`config.mk`:
```
export PLATFORM = sky130hd
export DESIGN_NAME = mem_arbiter_flat
export DESIGN_NICKNAME = d
export VERILOG_FILES = /design/src/rtl/mem_arbiter_pkg.sv /design/src/rtl/mem_arbiter_if.sv /design/src/rtl/mem_lane_align.sv /design/src/rtl/mem_arbiter.sv /design/src/flat_wrapper.sv
export SDC_FILE = /design/constraint.sdc
export NUM_CORES = 1
export LEC_CHECK = 0
export CORE_MARGIN = 8
export CORE_UTILIZATION = 36
export DETAILED_ROUTE_END_ITERATION = 16
export PLACE_DENSITY = 0.78
export SLEW_MARGIN = 20
export SYNTH_ARGS = -nofsm -noshare
export SYNTH_HDL_FRONTEND = slang
export SYNTH_HIERARCHICAL = 1
export SYNTH_SLANG_ARGS = --single-unit
export TNS_END_PERCENT = 5
```
`constraint.sdc`:
```
create_clock -name clk -period 4 [get_ports clk]
set_clock_uncertainty 0.1 [all_clocks]
set_input_delay 0.6 -clock clk [delete_from_list [all_inputs] [get_ports clk]]
set_output_delay 0.6 -clock clk [all_outputs]
set_load 0.05 [all_outputs]
```
`src/rtl/mem_arbiter_pkg.sv`:
```
// Shared constants and types for the fetch/data memory arbiter.
package mem_arbiter_pkg;

    localparam int DEF_TIMEOUT = 16;

    // RISC-V load/store funct3 encodings
    localparam logic [2:0] F3_LB  = 3'b000;
    localparam logic [2:0] F3_LH  = 3'b001;
    localparam logic [2:0] F3_LW  = 3'b010;
    localparam logic [2:0] F3_LBU = 3'b100;
    localparam logic [2:0] F3_LHU = 3'b101;
    localparam logic [2:0] F3_SB  = 3'b000;
    localparam logic [2:0] F3_SH  = 3'b001;
    localparam logic [2:0] F3_SW  = 3'b010;

    typedef enum logic [1:0] {
        ST_IDLE   = 2'd0,
        ST_ACCESS = 2'd1,
        ST_RESP   = 2'd2
    } arb_state_e;

    typedef enum logic {
        WIN_FETCH = 1'b0,
        WIN_DATA  = 1'b1
    } winner_e;

endpackage

```
`src/rtl/mem_arbiter_if.sv`:
```
// Requester and memory-side signals of the arbiter bundled into one interface.
interface mem_arbiter_if #(
    parameter int ADDR_W = 32,
    parameter int DATA_W = 32
);
    // Requests: *_req is held with its fields until the matching *_gnt is seen
    // high in the same cycle; completion is a single-cycle *_rvalid with *_err
    // and *_rdata. Memory: mem_req with stable fields until a mem_ready cycle.
    logic              if_req;
    logic [ADDR_W-1:0] if_addr;
    logic              if_gnt;
    logic              if_rvalid;
    logic [DATA_W-1:0] if_rdata;
    logic              if_err;

    logic              d_req;
    logic              d_we;
    logic [ADDR_W-1:0] d_addr;
    logic [2:0]        d_funct3;
    logic [DATA_W-1:0] d_wdata;
    logic              d_gnt;
    logic              d_rvalid;
    logic [DATA_W-1:0] d_rdata;
    logic              d_err;

    logic              mem_req;
    logic              mem_we;
    logic [ADDR_W-1:0] mem_addr;
    logic [3:0]        mem_be;
    logic [DATA_W-1:0] mem_wdata;
    logic              mem_ready;
    logic [DATA_W-1:0] mem_rdata;

    modport slave (
        input  if_req, if_addr, d_req, d_we, d_addr, d_funct3, d_wdata,
               mem_ready, mem_rdata,
        output if_gnt, if_rvalid, if_rdata, if_err,
               d_gnt, d_rvalid, d_rdata, d_err,
               mem_req, mem_we, mem_addr, mem_be, mem_wdata
    );

    modport master (
        output if_req, if_addr, d_req, d_we, d_addr, d_funct3, d_wdata,
               mem_ready, mem_rdata,
        input  if_gnt, if_rvalid, if_rdata, if_err,
               d_gnt, d_rvalid, d_rdata, d_err,
               mem_req, mem_we, mem_addr, mem_be, mem_wdata
    );

endinterface

```
`src/rtl/mem_lane_align.sv`:
```
// Byte-lane handling for one access: enables, store replication, load
// extraction/extension and the misalign/illegal-funct3 checks.
module mem_lane_align
    import mem_arbiter_pkg::*;
(
    input  logic        we,
    input  logic [2:0]  funct3,
    input  logic [1:0]  addr_lo,
    input  logic [31:0] wdata,
    input  logic [31:0] rdata,
    output logic [3:0]  be,
    output logic [31:0] wdata_rep,
    output logic [31:0] rdata_ext,
    output logic        misaligned,
    output logic        illegal
);

    logic [7:0]  byte_sel;
    logic [15:0] half_sel;

    always_comb begin
        be         = 4'b1111;
        wdata_rep  = wdata;
        rdata_ext  = rdata;
        misaligned = 1'b0;
        illegal    = 1'b0;
        byte_sel   = rdata[{addr_lo, 3'b000} +: 8];
        half_sel   = rdata[{addr_lo[1], 4'b0000} +: 16];

        // Low funct3 bits give the access size for both loads and stores.
        case (funct3[1:0])
            2'b01:   misaligned = addr_lo[0];
            2'b10:   misaligned = (addr_lo != 2'b00);
            default: misaligned = 1'b0;
        endcase

        if (we) begin
            illegal = (funct3 > F3_SW);
            case (funct3)
                F3_SB: begin
                    be        = 4'b0001 << addr_lo;
                    wdata_rep = {4{wdata[7:0]}};
                end
                F3_SH: begin
                    be        = 4'b0011 << {addr_lo[1], 1'b0};
                    wdata_rep = {2{wdata[15:0]}};
                end
                default: begin
                    be        = 4'b1111;
                    wdata_rep = wdata;
                end
            endcase
        end else begin
            illegal = (funct3 == 3'b011) || (funct3[2:1] == 2'b11);
            case (funct3)
                F3_LB:   rdata_ext = {{24{byte_sel[7]}}, byte_sel};
                F3_LBU:  rdata_ext = {24'h0, byte_sel};
                F3_LH:   rdata_ext = {{16{half_sel[15]}}, half_sel};
                F3_LHU:  rdata_ext = {16'h0, half_sel};
                default: rdata_ext = rdata;
            endcase
        end
    end

endmodule

```
`src/rtl/mem_arbiter.sv`:
```
// Shares one memory port between instruction fetch and data load/store,
// one access in flight, alternating priority on conflicts.
module mem_arbiter
    import mem_arbiter_pkg::*;
#(
    parameter int ADDR_W  = 32,
    parameter int DATA_W  = 32,
    parameter int TIMEOUT = DEF_TIMEOUT
) (
    input  logic         clk,
    input  logic         rst,
    mem_arbiter_if.slave bus,
    output arb_state_e   dbg_state
);

    localparam int CNT_W = $clog2(TIMEOUT + 1);

    arb_state_e        state_q, state_d;
    winner_e           last_q, last_d;
    logic [ADDR_W-1:0] addr_q, addr_d;
    logic              we_q, we_d;
    logic [2:0]        f3_q, f3_d;
    logic [3:0]        be_q, be_d;
    logic [DATA_W-1:0] wdata_q, wdata_d;
    logic [DATA_W-1:0] rdata_q, rdata_d;
    logic              err_q, err_d;
    logic [CNT_W-1:0]  cnt_q, cnt_d;

    winner_e           win;
    logic              grant;
    logic [ADDR_W-1:0] win_addr;
    logic              win_we;
    logic [2:0]        win_f3;
    logic              in_idle;
    logic              al_we;
    logic [2:0]        al_f3;
    logic [1:0]        al_addr_lo;
    logic [3:0]        al_be;
    logic [31:0]       al_wdata;
    logic [31:0]       al_rdata;
    logic              al_misaligned;
    logic              al_illegal;
    logic              if_gnt_c, d_gnt_c;
    logic              mem_active, resp;
    logic              if_rvalid_c, d_rvalid_c;

    // Winner selection and aligner input: live request fields while IDLE,
    // latched fields once the access is underway. Fetch behaves like an LW.
    always_comb begin
        grant = bus.if_req | bus.d_req;
        win   = WIN_FETCH;
        if (bus.if_req && bus.d_req) begin
            win = (last_q == WIN_FETCH) ? WIN_DATA : WIN_FETCH;
        end else if (bus.d_req) begin
            win = WIN_DATA;
        end
        win_addr   = (win == WIN_DATA) ? bus.d_addr : bus.if_addr;
        win_we     = (win == WIN_DATA) & bus.d_we;
        win_f3     = (win == WIN_DATA) ? bus.d_funct3 : F3_LW;
        in_idle    = (state_q == ST_IDLE);
        al_we      = in_idle ? win_we : we_q;
        al_f3      = in_idle ? win_f3 : f3_q;
        al_addr_lo = in_idle ? win_addr[1:0] : addr_q[1:0];
    end

    mem_lane_align u_align (
        .we         (al_we),
        .funct3     (al_f3),
        .addr_lo    (al_addr_lo),
        .wdata      (bus.d_wdata),
        .rdata      (bus.mem_rdata),
        .be         (al_be),
        .wdata_rep  (al_wdata),
        .rdata_ext  (al_rdata),
        .misaligned (al_misaligned),
        .illegal    (al_illegal)
    );

    always_comb begin
        state_d  = state_q;
        last_d   = last_q;
        addr_d   = addr_q;
        we_d     = we_q;
        f3_d     = f3_q;
        be_d     = be_q;
        wdata_d  = wdata_q;
        rdata_d  = rdata_q;
        err_d    = err_q;
        cnt_d    = cnt_q;
        if_gnt_c = 1'b0;
        d_gnt_c  = 1'b0;

        case (state_q)
            ST_IDLE: begin
                if (grant && !rst) begin
                    if_gnt_c = (win == WIN_FETCH);
                    d_gnt_c  = (win == WIN_DATA);
                    last_d   = win;
                    addr_d   = win_addr;
                    we_d     = win_we;
                    f3_d     = win_f3;
                    be_d     = al_be;
                    wdata_d  = al_wdata;
                    rdata_d  = '0;
                    cnt_d    = '0;
                    // Bad requests complete with an error without touching memory.
                    if (al_misaligned || al_illegal) begin
                        err_d   = 1'b1;
                        state_d = ST_RESP;
                    end else begin
                        err_d   = 1'b0;
                        state_d = ST_ACCESS;
                    end
                end
            end
            ST_ACCESS: begin
                if (bus.mem_ready) begin
                    rdata_d = we_q ? '0 : al_rdata;
                    err_d   = 1'b0;
                    state_d = ST_RESP;
                end else if (cnt_q == CNT_W'(TIMEOUT - 1)) begin
                    rdata_d = '0;
                    err_d   = 1'b1;
                    state_d = ST_RESP;
                end else begin
                    cnt_d = cnt_q + 1'b1;
                end
            end
            ST_RESP: begin
                state_d = ST_IDLE;
            end
            default: begin
                state_d = ST_IDLE;
            end
        endcase
    end

    always_ff @(posedge clk) begin
        if (rst) begin
            state_q <= ST_IDLE;
            last_q  <= WIN_FETCH;
            addr_q  <= '0;
            we_q    <= 1'b0;
            f3_q    <= 3'b000;
            be_q    <= 4'b0000;
            wdata_q <= '0;
            rdata_q <= '0;
            err_q   <= 1'b0;
            cnt_q   <= '0;
        end else begin
            state_q <= state_d;
            last_q  <= last_d;
            addr_q  <= addr_d;
            we_q    <= we_d;
            f3_q    <= f3_d;
            be_q    <= be_d;
            wdata_q <= wdata_d;
            rdata_q <= rdata_d;
            err_q   <= err_d;
            cnt_q   <= cnt_d;
        end
    end

    // Memory fields are gated so the bus reads all-zero outside ACCESS.
    always_comb begin
        mem_active  = (state_q == ST_ACCESS);
        resp        = (state_q == ST_RESP);
        if_rvalid_c = resp && (last_q == WIN_FETCH);
        d_rvalid_c  = resp && (last_q == WIN_DATA);
    end

    assign bus.if_gnt    = if_gnt_c;
    assign bus.d_gnt     = d_gnt_c;
    assign bus.mem_req   = mem_active;
    assign bus.mem_we    = mem_active & we_q;
    assign bus.mem_addr  = mem_active ? {addr_q[ADDR_W-1:2], 2'b00} : '0;
    assign bus.mem_be    = mem_active ? be_q : 4'b0000;
    assign bus.mem_wdata = mem_active ? wdata_q : '0;
    assign bus.if_rvalid = if_rvalid_c;
    assign bus.if_rdata  = if_rvalid_c ? rdata_q : '0;
    assign bus.if_err    = if_rvalid_c & err_q;
    assign bus.d_rvalid  = d_rvalid_c;
    assign bus.d_rdata   = d_rvalid_c ? rdata_q : '0;
    assign bus.d_err     = d_rvalid_c & err_q;
    assign dbg_state     = state_q;

endmodule

```
`src/flat_wrapper.sv`:
```
// flat-port wrapper written by rule: the top's interface ports become plain ports
module mem_arbiter_flat import mem_arbiter_pkg::*;
#(
    parameter int ADDR_W  = 32,
    parameter int DATA_W  = 32,
    parameter int TIMEOUT = DEF_TIMEOUT
)
  (clk, rst, dbg_state, bus_if_req, bus_if_addr, bus_d_req, bus_d_we, bus_d_addr, bus_d_funct3, bus_d_wdata, bus_mem_ready, bus_mem_rdata, bus_if_gnt, bus_if_rvalid, bus_if_rdata, bus_if_err, bus_d_gnt, bus_d_rvalid, bus_d_rdata, bus_d_err, bus_mem_req, bus_mem_we, bus_mem_addr, bus_mem_be, bus_mem_wdata);
  mem_arbiter_if #(.ADDR_W(ADDR_W), .DATA_W(DATA_W)) bus_i ();
  input  logic clk;
  input  logic rst;
  output arb_state_e dbg_state;
  input wire logic [$bits(bus_i.if_req)-1:0] bus_if_req;
  input wire logic [$bits(bus_i.if_addr)-1:0] bus_if_addr;
  input wire logic [$bits(bus_i.d_req)-1:0] bus_d_req;
  input wire logic [$bits(bus_i.d_we)-1:0] bus_d_we;
  input wire logic [$bits(bus_i.d_addr)-1:0] bus_d_addr;
  input wire logic [$bits(bus_i.d_funct3)-1:0] bus_d_funct3;
  input wire logic [$bits(bus_i.d_wdata)-1:0] bus_d_wdata;
  input wire logic [$bits(bus_i.mem_ready)-1:0] bus_mem_ready;
  input wire logic [$bits(bus_i.mem_rdata)-1:0] bus_mem_rdata;
  output wire logic [$bits(bus_i.if_gnt)-1:0] bus_if_gnt;
  output wire logic [$bits(bus_i.if_rvalid)-1:0] bus_if_rvalid;
  output wire logic [$bits(bus_i.if_rdata)-1:0] bus_if_rdata;
  output wire logic [$bits(bus_i.if_err)-1:0] bus_if_err;
  output wire logic [$bits(bus_i.d_gnt)-1:0] bus_d_gnt;
  output wire logic [$bits(bus_i.d_rvalid)-1:0] bus_d_rvalid;
  output wire logic [$bits(bus_i.d_rdata)-1:0] bus_d_rdata;
  output wire logic [$bits(bus_i.d_err)-1:0] bus_d_err;
  output wire logic [$bits(bus_i.mem_req)-1:0] bus_mem_req;
  output wire logic [$bits(bus_i.mem_we)-1:0] bus_mem_we;
  output wire logic [$bits(bus_i.mem_addr)-1:0] bus_mem_addr;
  output wire logic [$bits(bus_i.mem_be)-1:0] bus_mem_be;
  output wire logic [$bits(bus_i.mem_wdata)-1:0] bus_mem_wdata;
  assign bus_i.if_req = bus_if_req;
  assign bus_i.if_addr = bus_if_addr;
  assign bus_i.d_req = bus_d_req;
  assign bus_i.d_we = bus_d_we;
  assign bus_i.d_addr = bus_d_addr;
  assign bus_i.d_funct3 = bus_d_funct3;
  assign bus_i.d_wdata = bus_d_wdata;
  assign bus_i.mem_ready = bus_mem_ready;
  assign bus_i.mem_rdata = bus_mem_rdata;
  assign bus_if_gnt = bus_i.if_gnt;
  assign bus_if_rvalid = bus_i.if_rvalid;
  assign bus_if_rdata = bus_i.if_rdata;
  assign bus_if_err = bus_i.if_err;
  assign bus_d_gnt = bus_i.d_gnt;
  assign bus_d_rvalid = bus_i.d_rvalid;
  assign bus_d_rdata = bus_i.d_rdata;
  assign bus_d_err = bus_i.d_err;
  assign bus_mem_req = bus_i.mem_req;
  assign bus_mem_we = bus_i.mem_we;
  assign bus_mem_addr = bus_i.mem_addr;
  assign bus_mem_be = bus_i.mem_be;
  assign bus_mem_wdata = bus_i.mem_wdata;
  mem_arbiter #(.ADDR_W(ADDR_W), .DATA_W(DATA_W), .TIMEOUT(TIMEOUT)) u_core (.clk(clk), .rst(rst), .bus(bus_i), .dbg_state(dbg_state));
endmodule
```
==> results.rst, run 1 <==
.. list-table::
   :header-rows: 1

   * - Metric
     - Value
   * - Run status
     - completed
   * - Top-area cell type share of the netlist area
     - 0.345
   * - Req. time, crit path
     - 3.30 ns
   * - Peak supply drop
     - 0.000433 V
   * - Post-synth design cell area
     - 6560 sq um
   * - Leakage dissipation
     - 3.99 nW
   * - Post-CTS sizing
     - 0
   * - Worst-margin pin slew
     - 0.714 ns
   * - Count of TritonRoute iterations in the first routing pass
     - 5
   * - Max Root-Sink Buffers
     - 2
   * - Areal power density over the cells
     - 584 nW/um^2
   * - Count of hold buffers inserted by post-cts repair
     - 0
   * - CP peak stage delay
     - 0.83 ns
   * - Cell depth of the worst setup path
     - 5
   * - TritonCTS clock tree
     - built
   * - Total wire length after detailed routing
     - 22,800 um
   * - Highest achievable clock rate
     - 0.286 GHz
   * - Crit Reg-Reg Endpoint
     - u_core/rdata_q[29]$_SDFFE_PP0P_
   * - Portion of the clock cycle consumed by the worst path in the final layout
     - 0.873
   * - Flop-to-flop setup slack
     - 0.80 ns
   * - HPWL after detailed placement
     - 17,000 um
   * - Met2 track demand over resource in global routing
     - 0.322
   * - Buf+Inv Stages, Crit Path
     - 3
   * - Final routed DRC violation total
     - 0
   * - Vias after detailed routing
     - 6,794
   * - Maximum Capacitance Violations
     - 0
   * - Final Critical Period
     - 3.49 ns
   * - Routability cong.
     - 0.869
   * - Worst-Skew Late Latency
     - 0.41 ns
   * - Arrival @ worst endpoint
     - 2.79 ns
   * - Clock sinks
     - 113
   * - I/O Buffers
     - 276
   * - Critical path cell sequence
     - nand2b_1, inv_1, buf_4, and2_1, clkdlybuf4s50_1
   * - Reg-to-Reg Start
     - u_core/last_q$_SDFFE_PP0P_
   * - Cell taking the most area after synthesis
     - dfxtp_1
   * - Cell family with the largest share of critical-path delay
     - buffers and inverters
   * - Worst Hold Class
     - flip-flop to flip-flop
   * - Sum Neg Setup Slack
     - 0 ns
   * - Reg clk slew, reported paths
     - 0.05 ns
   * - Initial cell density of the core
     - 0.366
   * - H-tree levels
     - 4
   * - I/O pin count
     - 279
   * - Initial detailed-routing violation count
     - 483
   * - Number of max-slew violations in the final report
     - 0
   * - Fraction of layout instances using a drive strength above 1
     - 0.0609
   * - Core ar.
     - 17,900 sq um
   * - Most frequent standard cell in the layout excluding fill and tap cells
     - clkdlybuf4s50_1
   * - Avg Vias per Cell
     - 5.04
   * - Total of flip-flops plus latches after synthesis
     - 113
   * - Worst R2R Path Depth
     - 13
   * - Main synth FF type
     - dfxtp_1
   * - Layer with the highest usage after global routing
     - met2
   * - Number of buffers inserted by post-CTS setup repair
     - 0
   * - Worst max-slew margin expressed relative to the limit
     - 0.517
   * - Post-layout power
     - 5.88 mW
   * - Total die area
     - 22,800 sq um
   * - Combined area of the multi-input logic cells
     - 3900 sq um
   * - Pin count of the biggest net entering global routing
     - 71
   * - Critical path endpoint
     - bus_mem_be[0]
   * - First-pass GRT wire length
     - 34,500 um
   * - Worst setup startpoint
     - u_core/dbg_state[0]$_SDFFE_PP0P_
   * - Wire length per cell after detailed routing
     - 16.9 um
   * - Distinct cell type count of the synthesized netlist
     - 47
   * - Cell with the largest stage delay on the worst path
     - clkdlybuf4s50_1
   * - Antenna violations before repair
     - 2
   * - Average instance area after synthesis
     - 7.53 sq um
   * - Chip Height
     - 151 um
   * - Cell count after synthesis
     - 871
   * - FP Rows
     - 49
   * - Final hold vios
     - 0
   * - Highest fanout seen on the critical path
     - 70
   * - Met1 GRT Util
     - 0.229
   * - Number of nets with antenna violations after routing
     - 0
   * - Met3 track utilization from global routing
     - 0.0502
   * - Number of global-route vias before repair
     - 6,480
   * - Unrepaired setup endpoints after global routing
     - no
   * - Area growth from synthesis to layout
     - 53.4%
   * - Leftover overflow at the end of global routing
     - 0
   * - Most used cells in the layout excluding fill and tap cells
     - clkdlybuf4s50_1, nor2_1, and2_1
   * - EDFF count, synth
     - 0
   * - Post-synth ARST share
     - 0
   * - Startpoint type of the worst setup path
     - flip-flop
   * - Total area of sequential cells
     - 2260 sq um
   * - Die Width
     - 151 um
   * - Total Nets Final
     - 1,246
   * - Sequential area share after synthesis
     - 0.345
   * - Critical Setup Path Class
     - flip-flop to output pin
   * - Total routing usage reported by global routing
     - 0.191
   * - Num CTS Buffers
     - 17
   * - Endpoint class of the critical path
     - output pin
   * - Final Core Density
     - 0.562
   * - Final setup vio count
     - 0
   * - Number of synthesis warnings
     - 6
   * - Clock Root Buffer
     - clkbuf_16
   * - Final-layout worst hold slack
     - 0.349 ns
   * - Count of filler cells inserted in the layout
     - 1,657
   * - Cells taking the most area after synthesis
     - dfxtp_1, and2_1, nor2_1
-- per-layer routing --
metal,routed length [um],share of wire
met1,9240,0.41
met2,11200,0.49
met3,1870,0.082
met4,478,0.021
met5,0,0
-- stage by stage --
step / area, sq um / setup WS [ns] / instances
finish: 10100 / 0.508 / 1347
detailed placement: 9420 / 0.226 / 1313
floorplan: 6560 / 0.686 / 872
global placement: 9420 / 0.380 / 1313
CTS: 10100 / 0.461 / 1345
global route: 10100 / 0.315 / 1347
-- Yosys cell counts (2+ instances only) --
| master | count |
|---|---|
| and3b_1 | 2 |
| a211oi_1 | 41 |
| clkbuf_2 | 2 |
| nand2_1 | 111 |
| dfxtp_1 | 113 |
| ha_1 | 6 |
| buf_6 | 3 |
| a21oi_1 | 55 |
| buf_2 | 20 |
| a22oi_1 | 46 |
| nor2_1 | 137 |
| a22o_1 | 11 |
| o22a_1 | 7 |
| mux2i_1 | 40 |
| and2_1 | 135 |
| nand2b_1 | 4 |
| nor2b_1 | 7 |
| a21boi_0 | 2 |
| nor3b_1 | 3 |
| clkbuf_1 | 48 |
| o21ai_0 | 25 |
| inv_1 | 6 |
| nand3_1 | 8 |
| or2_2 | 3 |
| buf_4 | 10 |
| nor3_1 | 5 |
-- cells by family after synthesis --
kind of cell / share of synthesized area
simple gates: 0.312
compound gates: 0.203
flops: 0.345
buf+inv: 0.0649
mux: 0.0633
fa+ha+maj: 0.0114
other cells: 0.000572
-- cell type report --
type | count | area share
Multi-Input combinational cell | 669 | 0.388
Timing Repair Buffer | 296 | 0.292
Sequential cell | 113 | 0.225
Clock buffer | 22 | 0.0481
Tap cell | 229 | 0.0285
Clock inverter | 10 | 0.0154
Inverter | 6 | 0.00224
Antenna cell | 2 | 0.000497
-- state kept, by name (all words and copies together) (netlist names) --
register,flops
u_core/addr_q,32
u_core/rdata_q,32
u_core/wdata_q,32
u_core/cnt_q,5
u_core/be_q,4
u_core/f3_q,3
u_core/dbg_state,2
u_core/err_q,1
u_core/last_q,1
u_core/we_q,1
-- how the worst min path moves through the flow --
stage | start | end | slack, ns | cells past startpoint
after detailed placement | u_core/wdata_q[19]$_SDFFE_PP0P_ | u_core/wdata_q[19]$_SDFFE_PP0P_ | 0.34 | 2
after floorplan | u_core/cnt_q[3]$_SDFFE_PP0P_ | u_core/cnt_q[3]$_SDFFE_PP0P_ | 0.33 | 1
after global routing | u_core/wdata_q[6]$_SDFFE_PP0P_ | u_core/wdata_q[6]$_SDFFE_PP0P_ | 0.37 | 2
after global placement | u_core/wdata_q[18]$_SDFFE_PP0P_ | u_core/wdata_q[18]$_SDFFE_PP0P_ | 0.34 | 2
after CTS | u_core/wdata_q[19]$_SDFFE_PP0P_ | u_core/wdata_q[19]$_SDFFE_PP0P_ | 0.35 | 2
final | u_core/wdata_q[29]$_SDFFE_PP0P_ | u_core/wdata_q[29]$_SDFFE_PP0P_ | 0.35 | 2
-- worst min-delay path: stages, from the launching register on --
cell and delay (ns):
dfxtp_1 0.30, nand2_1 0.05, a21oi_1 0.05
-- power breakdown --
group / leakage, nW / switching [mW] / internal (mW) / total [mW]
clock network: 0.312 / 0.528 / 1.10 / 1.63
logic: 2.75 / 1.76 / 1.02 / 2.78
registers: 0.929 / 0.121 / 1.35 / 1.47
total: 3.99 / 2.41 / 3.47 / 5.88
No activity file was read; power rests on OpenSTA's default activity.
==> run 2, diff against run 1 <==
--- a/config.mk
+++ b/config.mk
@@ -5,10 +5,12 @@
 export SDC_FILE = /design/constraint.sdc
 export NUM_CORES = 1
 export LEC_CHECK = 0
+export CAP_MARGIN = 10
 export CORE_MARGIN = 8
 export CORE_UTILIZATION = 36
 export DETAILED_ROUTE_END_ITERATION = 16
-export PLACE_DENSITY = 0.78
+export PLACE_DENSITY = 0.8
+export RECOVER_POWER = 100
 export SLEW_MARGIN = 20
 export SYNTH_ARGS = -nofsm -noshare
 export SYNTH_HDL_FRONTEND = slang
==> constraint.sdc (replaced) <==
create_clock -name clk -period 2.9 [get_ports clk]
set_clock_uncertainty 0.1 [all_clocks]
set_input_delay 0.435 -clock clk [delete_from_list [all_inputs] [get_ports clk]]
set_output_delay 0.435 -clock clk [all_outputs]
set_load 0.05 [all_outputs]
==> results.rst, run 2 (same netlist as run 1, synthesis figures left out) <==
.. list-table::
   :header-rows: 1

   * - Metric
     - Value
   * - Critical path endpoint
     - u_core/rdata_q[6]$_SDFFE_PP0P_
   * - Leakage dissipation
     - 4.40 nW
   * - Worst-margin pin slew
     - 1.09 ns
   * - CP peak stage delay
     - 0.47 ns
   * - Met2 WL
     - 11,500 um
   * - H-tree levels
     - 4
   * - Core ar.
     - 17,900 sq um
   * - Worst setup startpoint
     - bus_d_req
   * - Most used cells in the layout excluding fill and tap cells
     - buf_4, clkdlybuf4s50_1, nor2_1
   * - Final setup vio count
     - 0
   * - Number of max-slew violations in the final report
     - 0
   * - Fraction of layout instances using a drive strength above 1
     - 0.209
   * - Worst R2R Path Depth
     - 13
   * - Critical Setup Path Class
     - input pin to flip-flop
   * - First-pass GRT wire length
     - 35,600 um
   * - Crit Reg-Reg Endpoint
     - u_core/rdata_q[6]$_SDFFE_PP0P_
   * - Final Core Density
     - 0.557
   * - Die Width
     - 151 um
   * - Areal power density over the cells
     - 838 nW/um^2
   * - HPWL after detailed placement
     - 17,600 um
   * - Critical path cell sequence
     - clkdlybuf4s50_1, a21boi_4, and2_4, a22o_1, inv_1, ha_4, buf_4, nor2b_1, o21a_1, a21oi_1, o21ai_0, a22oi_1, nor2_1
   * - Total die area
     - 22,800 sq um
   * - Highest fanout seen on the critical path
     - 7
   * - Flop-to-flop setup slack
     - 0.22 ns
   * - Maximum Capacitance Violations
     - 0
   * - Total Nets Final
     - 1,274
   * - Total routing usage reported by global routing
     - 0.197
   * - I/O Buffers
     - 276
   * - Leftover overflow at the end of global routing
     - 0
   * - Number of global-route vias before repair
     - 6,709
   * - Vias after detailed routing
     - 6,905
   * - Count of hold buffers inserted by post-cts repair
     - 0
   * - Reg clk slew, reported paths
     - 0.05 ns
   * - Arrival @ worst endpoint
     - 2.95 ns
   * - Wire length per cell after detailed routing
     - 16.9 um
   * - Chip Height
     - 151 um
   * - Final-layout worst hold slack
     - 0.304 ns
   * - Initial detailed-routing violation count
     - 463
   * - Final hold vios
     - 0
   * - Cell family with the largest share of critical-path delay
     - compound AO/OA/AOI/OAI gates
   * - Final Critical Period
     - 2.78 ns
   * - TritonCTS clock tree
     - built
   * - I/O pin count
     - 279
   * - Top routing layer in use
     - met4
   * - Met1 layer wirelength in the final routing
     - 9430 um
   * - Run status
     - completed
   * - WL met3
     - 1730 um
   * - Number of stages on the worst hold path
     - 2
   * - Routability cong.
     - 0.863
   * - Cell depth of the worst setup path
     - 13
   * - Worst max-slew margin expressed relative to the limit
     - 0.272
   * - Most frequent standard cell in the layout excluding fill and tap cells
     - buf_4
   * - Worst-Skew Late Latency
     - 0.41 ns
   * - Final routed DRC violation total
     - 0
   * - Max Root-Sink Buffers
     - 2
   * - Number of buffers inserted by post-CTS setup repair
     - 0
   * - Worst Hold Class
     - input pin to flip-flop
   * - Unrepaired setup endpoints after global routing
     - yes
   * - Clock sinks
     - 113
   * - Number of nets with antenna violations after routing
     - 0
   * - Count of filler cells inserted in the layout
     - 1,663
   * - Reg-to-Reg Start
     - u_core/last_q$_SDFFE_PP0P_
   * - Req. time, crit path
     - 3.08 ns
   * - Portion of the clock cycle consumed by the worst path in the final layout
     - 0.958
   * - Antenna violations before repair
     - 0
   * - Cell with the largest stage delay on the worst path
     - clkdlybuf4s50_1
   * - Num CTS Buffers
     - 17
   * - Total wire length after detailed routing
     - 23,200 um
   * - Count of TritonRoute iterations in the first routing pass
     - 5
   * - Clock Root Buffer
     - clkbuf_16
   * - Endpoint class of the critical path
     - flip-flop
   * - Avg Vias per Cell
     - 5.03
   * - Highest achievable clock rate
     - 0.360 GHz
   * - Count of inserted antenna diode cells
     - 0
   * - Registers with the most flip-flops
     - u_core/addr_q (32), u_core/rdata_q (32), u_core/wdata_q (32)
   * - FP Rows
     - 49
   * - Initial cell density of the core
     - 0.366
   * - Area growth from synthesis to layout
     - 52.0%
   * - Buf+Inv Stages, Crit Path
     - 3
   * - Pin count of the biggest net entering global routing
     - 56
   * - Peak supply drop
     - 0.000435 V
   * - Startpoint type of the worst setup path
     - input pin
run 2: cell type report:
cell class,instances,area [sq um],area share
multi-input cells,669,3940,0.395
repair buffers,324,2850,0.286
flip-flops and latches,113,2260,0.227
clock buffers,22,474,0.0476
well taps,229,287,0.0287
clock inverters,10,133,0.0133
inverters,6,22.5,0.00226
run 2: how the worst min path moves through the flow:
stage	slack, ns	endpoint	from
floorplan	0.33	u_core/cnt_q[3]$_SDFFE_PP0P_	u_core/cnt_q[3]$_SDFFE_PP0P_
CTS	0.29	u_core/addr_q[9]$_SDFFE_PP0P_	rst
global route	0.32	u_core/addr_q[20]$_SDFFE_PP0P_	rst
detailed placement	0.34	u_core/wdata_q[16]$_SDFFE_PP0P_	u_core/wdata_q[16]$_SDFFE_PP0P_
finish	0.30	u_core/addr_q[20]$_SDFFE_PP0P_	rst
global placement	0.34	u_core/wdata_q[28]$_SDFFE_PP0P_	u_core/wdata_q[28]$_SDFFE_PP0P_
run 2: stage by stage:
step / setup slack, ns / power (mW) / setup TNS [ns] / cells / area (sq um)
4_1_cts: 0.145 / 8.40 / 0 / 1373 / 9970
3_3_place_gp: -0.233 / 6.16 / -8.48 / 1341 / 9360
5_1_grt: -0.0319 / 8.90 / -0.0512 / 1373 / 9970
6_report: 0.123 / 8.35 / 0 / 1373 / 9970
2_1_floorplan: -0.0158 / 4.83 / -0.0317 / 872 / 6600
3_5_place_dp: -0.287 / 6.23 / -12.00 / 1341 / 9360
run 2: layer usage:
layer	vias up	track usage
met5	-	0
met4	0	0.0782
met3	27	0.0487
met2	253	0.330
met1	3179	0.238
li1	3446	-
run 2: timing repair:
item | 4_1_cts | 5_1_grt
endpoints found under the hold margin | 0 | 0
resized for setup | 0 | 3
endpoints found under the setup margin | 0 | 42
run 2: where the power goes:
part           total (mW)  switching [mW]  internal [mW]
sequential           2.03           0.170           1.86
combinational        4.19            2.54           1.65
clock                2.13           0.721           1.41
total                8.35            3.43           4.92
==> run 3, diff against run 2 <==
--- a/config.mk
+++ b/config.mk
@@ -11,6 +11,7 @@
 export DETAILED_ROUTE_END_ITERATION = 16
 export PLACE_DENSITY = 0.8
 export RECOVER_POWER = 100
+export SKIP_CTS_REPAIR_TIMING = 1
 export SLEW_MARGIN = 20
 export SYNTH_ARGS = -nofsm -noshare
 export SYNTH_HDL_FRONTEND = slang
==> results of run 3 <==
The final DEF is identical to that of run 2; final timing and power are the same.
==> RTL change, RTL diff (settings of run 1) <==
`ADDR_W` is set to 32 in 3 places; all go to 40.
--- a/src/rtl/mem_arbiter_if.sv
+++ b/src/rtl/mem_arbiter_if.sv
@@ -1,5 +1,5 @@
 // Requester and memory-side signals of the arbiter bundled into one interface.
 interface mem_arbiter_if #(
-    parameter int ADDR_W = 32,
+    parameter int ADDR_W = 40,
     parameter int DATA_W = 32
 );
--- a/src/rtl/mem_arbiter.sv
+++ b/src/rtl/mem_arbiter.sv
@@ -4,5 +4,5 @@
     import mem_arbiter_pkg::*;
 #(
-    parameter int ADDR_W  = 32,
+    parameter int ADDR_W  = 40,
     parameter int DATA_W  = 32,
     parameter int TIMEOUT = DEF_TIMEOUT
--- a/src/flat_wrapper.sv
+++ b/src/flat_wrapper.sv
@@ -2,5 +2,5 @@
 module mem_arbiter_flat import mem_arbiter_pkg::*;
 #(
-    parameter int ADDR_W  = 32,
+    parameter int ADDR_W  = 40,
     parameter int DATA_W  = 32,
     parameter int TIMEOUT = DEF_TIMEOUT
Interface: changed (resized bus_d_addr, bus_if_addr and bus_mem_addr); port bits go from 279 to 303. The function was not compared with the original's and may differ.
==> RTL change against run 1 <==
Sequential share of layout area rose by 0.10 points; wire length is 13% higher; highest routed layer is now met5; area after synthesis increased by 6.8%; largest power group unchanged; critical path type unchanged; setup slack worse by 61 ps; total power increased by 14%; sequential cell count rose by 8; design area up 6.6%; non-clock buffer count up 29; cell count rose by 0.52%.
==> RTL change: results (changes against run 1) <==
| Metric | Value |
|---|---|
| Outcome | `completed (unchanged)` |
| Worst hold start | `u_core/wdata_q[31] (was u_core/wdata_q[29])` |
| Vias in the first global route | `6923 (was 6480)` |
| Worst Hold End | `u_core/wdata_q[31] (was u_core/wdata_q[29])` |
| Wire length on met2 | `12.3 mm (was 11.2 mm)` |
| Multi-input gates | `604 (was 669)` |
| Mux cell area share after synthesis | `7.22% (was 6.33%)` |
| Final Non-Filler Cells | `1354 (was 1347)` |
| Most instantiated cells after synthesis | `142 x and2_1, 121 x dfxtp_1, 76 x a22o_1 (was 137 x nor2_1, 135 x and2_1, 113 x dfxtp_1)` |
| Gr usage total | `20.5% (was 19.1%)` |
| Leakage power | `0.00419 uW (was 0.00399 uW)` |
| Sw Ratio | `42.9% (was 41.0%)` |
| Average wire per standard cell | `18.9 um (was 16.9 um)` |
| CP max FO | `43 (was 70)` |
| Non-clk invs | `5 (was 6)` |
| Met3 GRT Util | `6.99% (was 5.02%)` |
| DP Wirelength | `19.2 mm (was 17.0 mm)` |
| Synth Register Bits | `121 (was 113)` |
| Largest net degree at the start of global routing | `68 (was 71)` |
| Top Layer Used | `met5 (was met4)` |
| Area grow syn2layout | `53.1% (was 53.4%)` |
| Fraction of area in multi-input gates | `38.3% (was 38.8%)` |
| VDD IR max | `388 uV (was 433 uV)` |
| Core area | `19300 um^2 (was 17900 um^2)` |
| Reg-to-Reg Start | `u_core/dbg_state[1] (was u_core/last_q)` |
| DR WL met3 | `2.34 mm (was 1.87 mm)` |
| Seq pwr | `1640 uW (was 1470 uW)` |
| P_int | `3840 uW (was 3470 uW)` |
| Actual slew at the worst max-slew pin | `782 ps (was 714 ps)` |
| Fraction of final layout cells sized beyond drive strength 1 | `7.18% (was 6.09%)` |
| # fillers | `1785 (was 1657)` |
| R2r setup slk | `920 ps (was 800 ps)` |
| Layout Nets | `1233 (was 1246)` |
| Total number of vias | `7106 (was 6794)` |
| WHS | `364 ps (was 349 ps)` |
[RTL change: cell count changes in the layout (fill, tap and decap cells not counted), moves of 4 or more]
cell             delta
a22o_1             +65
dfxtp_1             +8
a22oi_1            -35
mux2i_1             +9
nand3_1             +6
buf_4               +5
a31oi_1            +29
and2_1              +8
clkdlybuf4s50_1    +24
nor2_1             -75
a211oi_1            +4
a21oi_1            -31
nand2_1            -64
[RTL change: worst max-delay path by stage]
stage	from	end	slack (ps)	depth (start not counted)
after floorplan	u_core/dbg_state[0]	u_core/rdata_q[21]	720	15
after global placement	bus_if_req	u_core/rdata_q[21]	440	12
after detailed placement	bus_d_req	u_core/rdata_q[21]	360	12
after CTS	u_core/dbg_state[1]	bus_mem_addr[5]	390	4
after global routing	u_core/dbg_state[1]	bus_mem_addr[5]	300	4
final	u_core/dbg_state[1]	bus_mem_addr[5]	450	4
